<file path="src/rtl/clk_div_multi_if.sv">
// Control/status bundle for clk_div_multi: per-channel enables, modes, restarts,
// period bounds in, divided clocks and wrap ticks out.
interface clk_div_multi_if #(
  parameter int NUM_CH = 4,
  parameter int CNT_W  = 32
);
  logic [NUM_CH-1:0]       en;
  logic [NUM_CH-1:0]       mode;
  logic [NUM_CH-1:0]       restart;
  logic [NUM_CH*CNT_W-1:0] upperbound;
  logic [NUM_CH-1:0]       clkdiv;
  logic [NUM_CH-1:0]       tick;

  modport master (output en, mode, restart, upperbound, input clkdiv, tick);
  modport slave  (input en, mode, restart, upperbound, output clkdiv, tick);
endinterface

</file>
<file path="src/rtl/clk_div_multi.sv">
// Multi-channel programmable divider: each channel counts 0..bound and wraps,
// producing a square wave (toggle) or one-cycle pulse plus a wrap tick.
module clk_div_ch #(
  parameter int CNT_W = 32
) (
  input  logic             clk,
  input  logic             rst,
  input  logic             en,
  input  logic             mode,
  input  logic             restart,
  input  logic [CNT_W-1:0] ub,
  output logic             clkdiv,
  output logic             tick
);
  logic [CNT_W-1:0] cnt;
  logic [CNT_W-1:0] bound;
  logic             armed;

  // bound is a shadow of ub, only sampled at load or wrap so edges never glitch
  always_ff @(posedge clk or posedge rst) begin
    if (rst) begin
      cnt    <= '0;
      bound  <= '0;
      armed  <= 1'b0;
      clkdiv <= 1'b0;
      tick   <= 1'b0;
    end else if (restart) begin
      cnt    <= '0;
      armed  <= 1'b0;
      clkdiv <= 1'b0;
      tick   <= 1'b0;
    end else if (!en) begin
      tick <= 1'b0;
      if (mode) clkdiv <= 1'b0;
    end else if (!armed) begin
      bound <= ub;
      cnt   <= '0;
      armed <= 1'b1;
      tick  <= 1'b0;
    end else if (cnt >= bound) begin
      cnt    <= '0;
      bound  <= ub;
      tick   <= 1'b1;
      clkdiv <= mode ? 1'b1 : ~clkdiv;
    end else begin
      cnt  <= cnt + 1'b1;
      tick <= 1'b0;
      if (mode) clkdiv <= 1'b0;
    end
  end
endmodule

module clk_div_multi #(
  parameter int NUM_CH = 4,
  parameter int CNT_W  = 32
) (
  input logic           clk,
  input logic           rst,
  clk_div_multi_if.slave bus
);
  logic [NUM_CH-1:0] clkdiv_v;
  logic [NUM_CH-1:0] tick_v;

  for (genvar i = 0; i < NUM_CH; i++) begin : g_ch
    clk_div_ch #(.CNT_W(CNT_W)) u_ch (
      .clk     (clk),
      .rst     (rst),
      .en      (bus.en[i]),
      .mode    (bus.mode[i]),
      .restart (bus.restart[i]),
      .ub      (bus.upperbound[i*CNT_W +: CNT_W]),
      .clkdiv  (clkdiv_v[i]),
      .tick    (tick_v[i])
    );
  end

  assign bus.clkdiv = clkdiv_v;
  assign bus.tick   = tick_v;
endmodule

</file>
<file path="src/flat_wrapper.sv">
// flat-port wrapper written by rule: the top's interface ports become plain ports
module clk_div_multi_flat 
#(
  parameter int NUM_CH = 4,
  parameter int CNT_W  = 32
)
  (clk, rst, bus_en, bus_mode, bus_restart, bus_upperbound, bus_clkdiv, bus_tick);
  clk_div_multi_if #(.NUM_CH(NUM_CH), .CNT_W(CNT_W)) bus_i ();
  input logic clk;
  input logic rst;
  input wire logic [$bits(bus_i.en)-1:0] bus_en;
  input wire logic [$bits(bus_i.mode)-1:0] bus_mode;
  input wire logic [$bits(bus_i.restart)-1:0] bus_restart;
  input wire logic [$bits(bus_i.upperbound)-1:0] bus_upperbound;
  output wire logic [$bits(bus_i.clkdiv)-1:0] bus_clkdiv;
  output wire logic [$bits(bus_i.tick)-1:0] bus_tick;
  assign bus_i.en = bus_en;
  assign bus_i.mode = bus_mode;
  assign bus_i.restart = bus_restart;
  assign bus_i.upperbound = bus_upperbound;
  assign bus_clkdiv = bus_i.clkdiv;
  assign bus_tick = bus_i.tick;
  clk_div_multi #(.NUM_CH(NUM_CH), .CNT_W(CNT_W)) u_core (.clk(clk), .rst(rst), .bus(bus_i));
endmodule
</file>
<file path="config.mk">
export PLATFORM = sky130hd
export DESIGN_NAME = clk_div_multi_flat
export DESIGN_NICKNAME = d
export VERILOG_FILES = /design/src/rtl/clk_div_multi_if.sv /design/src/rtl/clk_div_multi.sv /design/src/flat_wrapper.sv
export SDC_FILE = /design/constraint.sdc
export NUM_CORES = 1
export LEC_CHECK = 0
export CORE_MARGIN = 2
export CORE_UTILIZATION = 63
export DETAILED_ROUTE_END_ITERATION = 12
export GPL_TIMING_DRIVEN = 0
export PLACE_DENSITY = 0.87
export SETUP_SLACK_MARGIN = 0.5
export SKIP_LAST_GASP = 1
export SYNTH_ARGS = -nofsm -noshare
export SYNTH_HDL_FRONTEND = slang
export SYNTH_SLANG_ARGS = --single-unit
</file>
<file path="constraint.sdc">
create_clock -name clk -period 16 [get_ports clk]
set_input_delay 2.4 -clock clk [delete_from_list [all_inputs] [get_ports clk]]
set_output_delay 2.4 -clock clk [all_outputs]
set_load 0.01 [all_outputs]
</file>
==> impl_results.md <==
- Start of the worst register-to-register path: u_core.g_ch[1].u_ch.cnt[27]$_DFFE_PP0P_
- Outcome: finished clean
- Post-synthesis net count: approximately 1900
- Number of antenna violations at the first check in global routing: 0
- Worst r2r dst: u_core.g_ch[1].u_ch.bound[12]$_DFFE_PP0P_
- Maximum clock path buffer count: 3
- Tmin final: 4.435 ns
- Post-synth top flop: sky130_fd_sc_hd__dfrtp_1
- Post-layout net count: just over 2000
- Unrepaired setup endpoints after global routing: false
- Peak supply drop: between 0.08 and 0.09 mV
- Post-CTS resize count: 0
- Final routed wire length divided by cell count: between 15 and 20 um
- Endpoint required time on the critical path: 16.47 ns
- Class of the tightest hold or removal check: flip-flop to flip-flop
- Drt initial violations: about 1200
- Die Footprint: 26340 um2
- Signed area change from the synthesized netlist to the final layout: 18.16%
- Transition time of the tightest slew-check pin: 1.055 ns
- Post-CTS Setup Inserts: 0
- Sequential element share of the synthesized area: about 42%
- Overall routing resource usage: about 29%
- Total number of vias: 12990
- Achievable clock frequency: 225.5 MHz
- Die outline height: around 160 um
- Number of clock sinks: 268
- Endpoints failing setup: 0
- Hpwl dp: between 20000 and 30000 um
- Sort of element at the start of the critical path: input pin
- IO buf count: 145
- Die Width: 162.3 um
- Layout cells sized above 1: roughly an eighth
- CP Buf/Inv Count: 3
- CP Capture Type: flip-flop
- Final worst path period share: 27.72%
- Critical Path Fanout Max: 10
- Total area of multi-input combinational cells: a little over 8000 um2
- Largest stage delay on the critical path: 0.65 ns
- Total of hold buffers inserted after clock tree synthesis: 0
- Critical Path Start: bus_en[2]
- Mean cell area of the mapped netlist: approximately 9.8 um2
- Final hold violations: 0
- Normalized max-slew margin: ~29%
- Classification of the worst setup path: input pin to flip-flop
- Cell at the root of the clock tree: sky130_fd_sc_hd__clkbuf_16
- Maximum number of pins on one net before global-route repair: 130
- DRC viols: 0
- Hold wc startpoint: u_core.g_ch[3].u_ch.bound[17]$_DFFE_PP0P_
- Number of levels in the clock H-tree: 1
- TritonCTS clock tree: built
- Setup total negative slack: 0 ns
- Slack of the worst reg-to-reg path: between 10 and 15 ns
- Worst path slowest cell: sky130_fd_sc_hd__nor3_1
- Number of instances in the synthesized netlist: between 1500 and 2000
- First-pass GRT wire length: about 62000 um
- Number of maximum-capacitance violations: 0
- Total Power Consumption: about 1.8 mW
- Mapped cell area: around 16000 um2
- Leakage: 8.611 nW
- Post-synthesis sequential element count: around 270
- Number of cells on the worst hold path: 1
- Cell Rows: 57
- Residual overflow from global routing: 0
- Core Area: 24460 um2
- Routed Wire Length: between 30000 and 40000 um
- Initial cell density of the core: roughly 65%
- Distinct cell type count after synthesis: 59
- Vias/cell: 6.057
- Worst endpoint data arrival time: a little under 5 ns
- Max-slew violation count: 0
- Register cell area after layout: about 6700 um2
- Number of detailed-routing iterations run before antenna repair: 5
- Share of synthesized registers carrying an async set or reset: between 90% and 100%
- Clock Skew: roughly 0.0067 ns
- Cell breakdown of the critical path: clkdlybuf4s50_1 -> inv_1 -> nor2_1 -> nand2_1 -> nor3_1 -> clkbuf_1 -> nand4_1 -> mux2i_1
- Total power divided by cell area: between 90 and 100 nW/um2
- Number of global-route vias before repair: about 13000
- End of the worst hold path: u_core.g_ch[3].u_ch.bound[17]$_DFFE_PP0P_
- Number of buffers created by CTS: 30
- Antenna cell count: 0
- Routability cong.: 0.8647
- Number of cells on the worst reg-to-reg path: 8
- Fill cells: 1638
- Reg clk slew, reported paths: approximately 0.060 ns
- Warnings, synthesis: 0
- Antenna-violating nets left: 0
- Ports placed on the boundary: 150
- Skew-Pair Late Insertion Delay: between 0.5 and 0.6 ns
- Cell family contributing the most delay on the critical path: buffers and inverters
- Number of enable flip-flop cells after synthesis: 0
==> how the worst max path moves through the flow <==
stage / to / cells after the start / slack (ns)
2_1_floorplan: u_core.g_ch[0].u_ch.armed$_DFFE_PP0P_ / 1 / 6.22
3_3_place_gp: u_core.g_ch[0].u_ch.bound[6]$_DFFE_PP0P_ / 2 / 2.94
3_5_place_dp: u_core.g_ch[2].u_ch.cnt[8]$_DFFE_PP0P_ / 8 / 11.06
4_1_cts: u_core.g_ch[2].u_ch.cnt[8]$_DFFE_PP0P_ / 8 / 11.59
5_1_grt: u_core.g_ch[2].u_ch.cnt[8]$_DFFE_PP0P_ / 8 / 11.29
6_report: u_core.g_ch[2].u_ch.cnt[8]$_DFFE_PP0P_ / 8 / 11.57
==> worst reg2reg max path, stage by stage (launching register included) <==
cell and delay, ns:
sky130_fd_sc_hd__dfrtp_1 0.44, sky130_fd_sc_hd__ha_1 0.35, sky130_fd_sc_hd__nand4_1 0.17, sky130_fd_sc_hd__nor4_1 0.56, sky130_fd_sc_hd__nor4b_1 0.78, sky130_fd_sc_hd__a21oi_1 0.19
sky130_fd_sc_hd__nor2_1 0.37, sky130_fd_sc_hd__buf_2 0.35, sky130_fd_sc_hd__mux2_2 0.38
==> synthesized netlist by cell type (all sizes together), types with 2 or more instances <==
cell type    n  area share, %
o211ai       5           0.24
nand3b       2          0.095
nor2b        3           0.12
o21a         3           0.14
nor3        22           0.70
and2        14           0.55
a2111o       2           0.14
a32oi        4           0.22
a211oi       7           0.33
dfrtp      268             42
a31oi        7           0.28
xnor2        5           0.28
mux2       132             10
buf         24            1.2
nor4b        2           0.11
or4          3           0.14
a221o        3           0.19
nor4         7           0.28
and4        15           0.83
mux2i       31            2.0
nor2        64            1.5
a221oi       5           0.28
a2111oi      3           0.17
a21o        21            1.0
or3         16           0.63
clkbuf      39           0.93
a22o        10           0.55
nand2b      15           0.59
nand4       41            1.6
nand3      118            3.7
nand2      155            3.7
or2          9           0.36
a21oi       98            3.1
inv        168            4.0
o21ai       71            2.3
o22ai        3           0.12
o311ai      31            1.7
and3        32            1.3
xor2        13           0.72
ha         132             10
o31ai        2          0.095
a211o        3           0.17
nand4b       2           0.11
==> cells by family (layout without fill, tap and decap cells) <==
logic type      Yosys count  in the layout  share of synthesized area [%]
compound gates          283            283                          11.37
fa+ha+maj               132            132                          10.46
flops                   268            268                          42.49
xor+xnor                 18             18                         0.9987
mux                     163            163                          12.10
buf+inv                 231            434                          6.087
simple gates            522            522                          16.50
==> cell type report <==
| class | instances | area share, % |
|---|---|---|
| multi-input cells | 1118 | 43.52 |
| well taps | 324 | 2.173 |
| inverters | 168 | 3.421 |
| repair buffers | 147 | 8.077 |
| clock buffers | 44 | 4.682 |
| flip-flops and latches | 268 | 35.96 |
| clock inverters | 12 | 0.3958 |
| plain buffers | 63 | 1.771 |
==> metrics by stage <==
| stage | hold slack (ns) | setup WS [ns] | util (%) | std cells | cell area, um2 |
|---|---|---|---|---|---|
| 6_report | 0.5032 | 11.57 | 76.25 | 2144 | 18650 |
| 5_1_grt | 0.5205 | 11.29 | 76.25 | 2144 | 18650 |
| 4_1_cts | 0.5067 | 11.59 | 76.25 | 2144 | 18650 |
| 3_5_place_dp | 0.4936 | 11.06 | 72.37 | 2088 | 17700 |
| 3_3_place_gp | 0.4899 | 2.944 | 72.12 | 2086 | 17640 |
| 2_1_floorplan | 0.4774 | 6.218 | - | 1617 | 15790 |
==> where the power goes <==
part | switching [mW] | internal [mW] | leakage, nW | total, mW
Combinational | 0.144 | 0.155 | 4.67 | 0.299
Sequential | 0.0418 | 0.751 | 3.46 | 0.793
Clock | 0.282 | 0.377 | 0.474 | 0.659
==> placed cells by master, fill, tap and decap left out, drive strengths merged, types with 10 or more instances in the layout <==
cell	netlist	routed
nand4	41	41
o21ai	71	71
and3	32	32
clkdlybuf4s50	0	145
and4	15	15
nand2	155	155
ha	132	132
a22o	10	10
buf	24	26
mux2i	31	31
and2	14	14
a21o	21	21
inv	168	168
a21oi	98	98
nor3	22	22
xor2	13	13
nor2	64	64
clkbuf	39	83
nand3	118	118
nand2b	15	15
mux2	132	132
or3	16	16
o311ai	31	31
clkinv	0	11
dfrtp	268	268
==> registers in the layout (all words and copies together), names as in the netlist <==
| signal | count |
|---|---|
| u_core.g_ch.u_ch.bound | 128 |
| u_core.g_ch.u_ch.cnt | 128 |
| u_core.g_ch.u_ch.armed | 4 |
| u_core.g_ch.u_ch.clkdiv | 4 |
| u_core.g_ch.u_ch.tick | 4 |
==> metal layers <==
metal / track usage, % / part of all wire, % / wire, um / vias up
met2: 50.06 / 50 / 18510 / 474
met5: 0 / 0 / 0 / -
li1: - / - / - / 6136
met1: 36.35 / 41 / 15210 / 6274
met4: 10.90 / 3.4 / 1268 / 0
met3: 3.933 / 5.4 / 1983 / 103
Note: power is estimated with default switching activity, not from simulation.
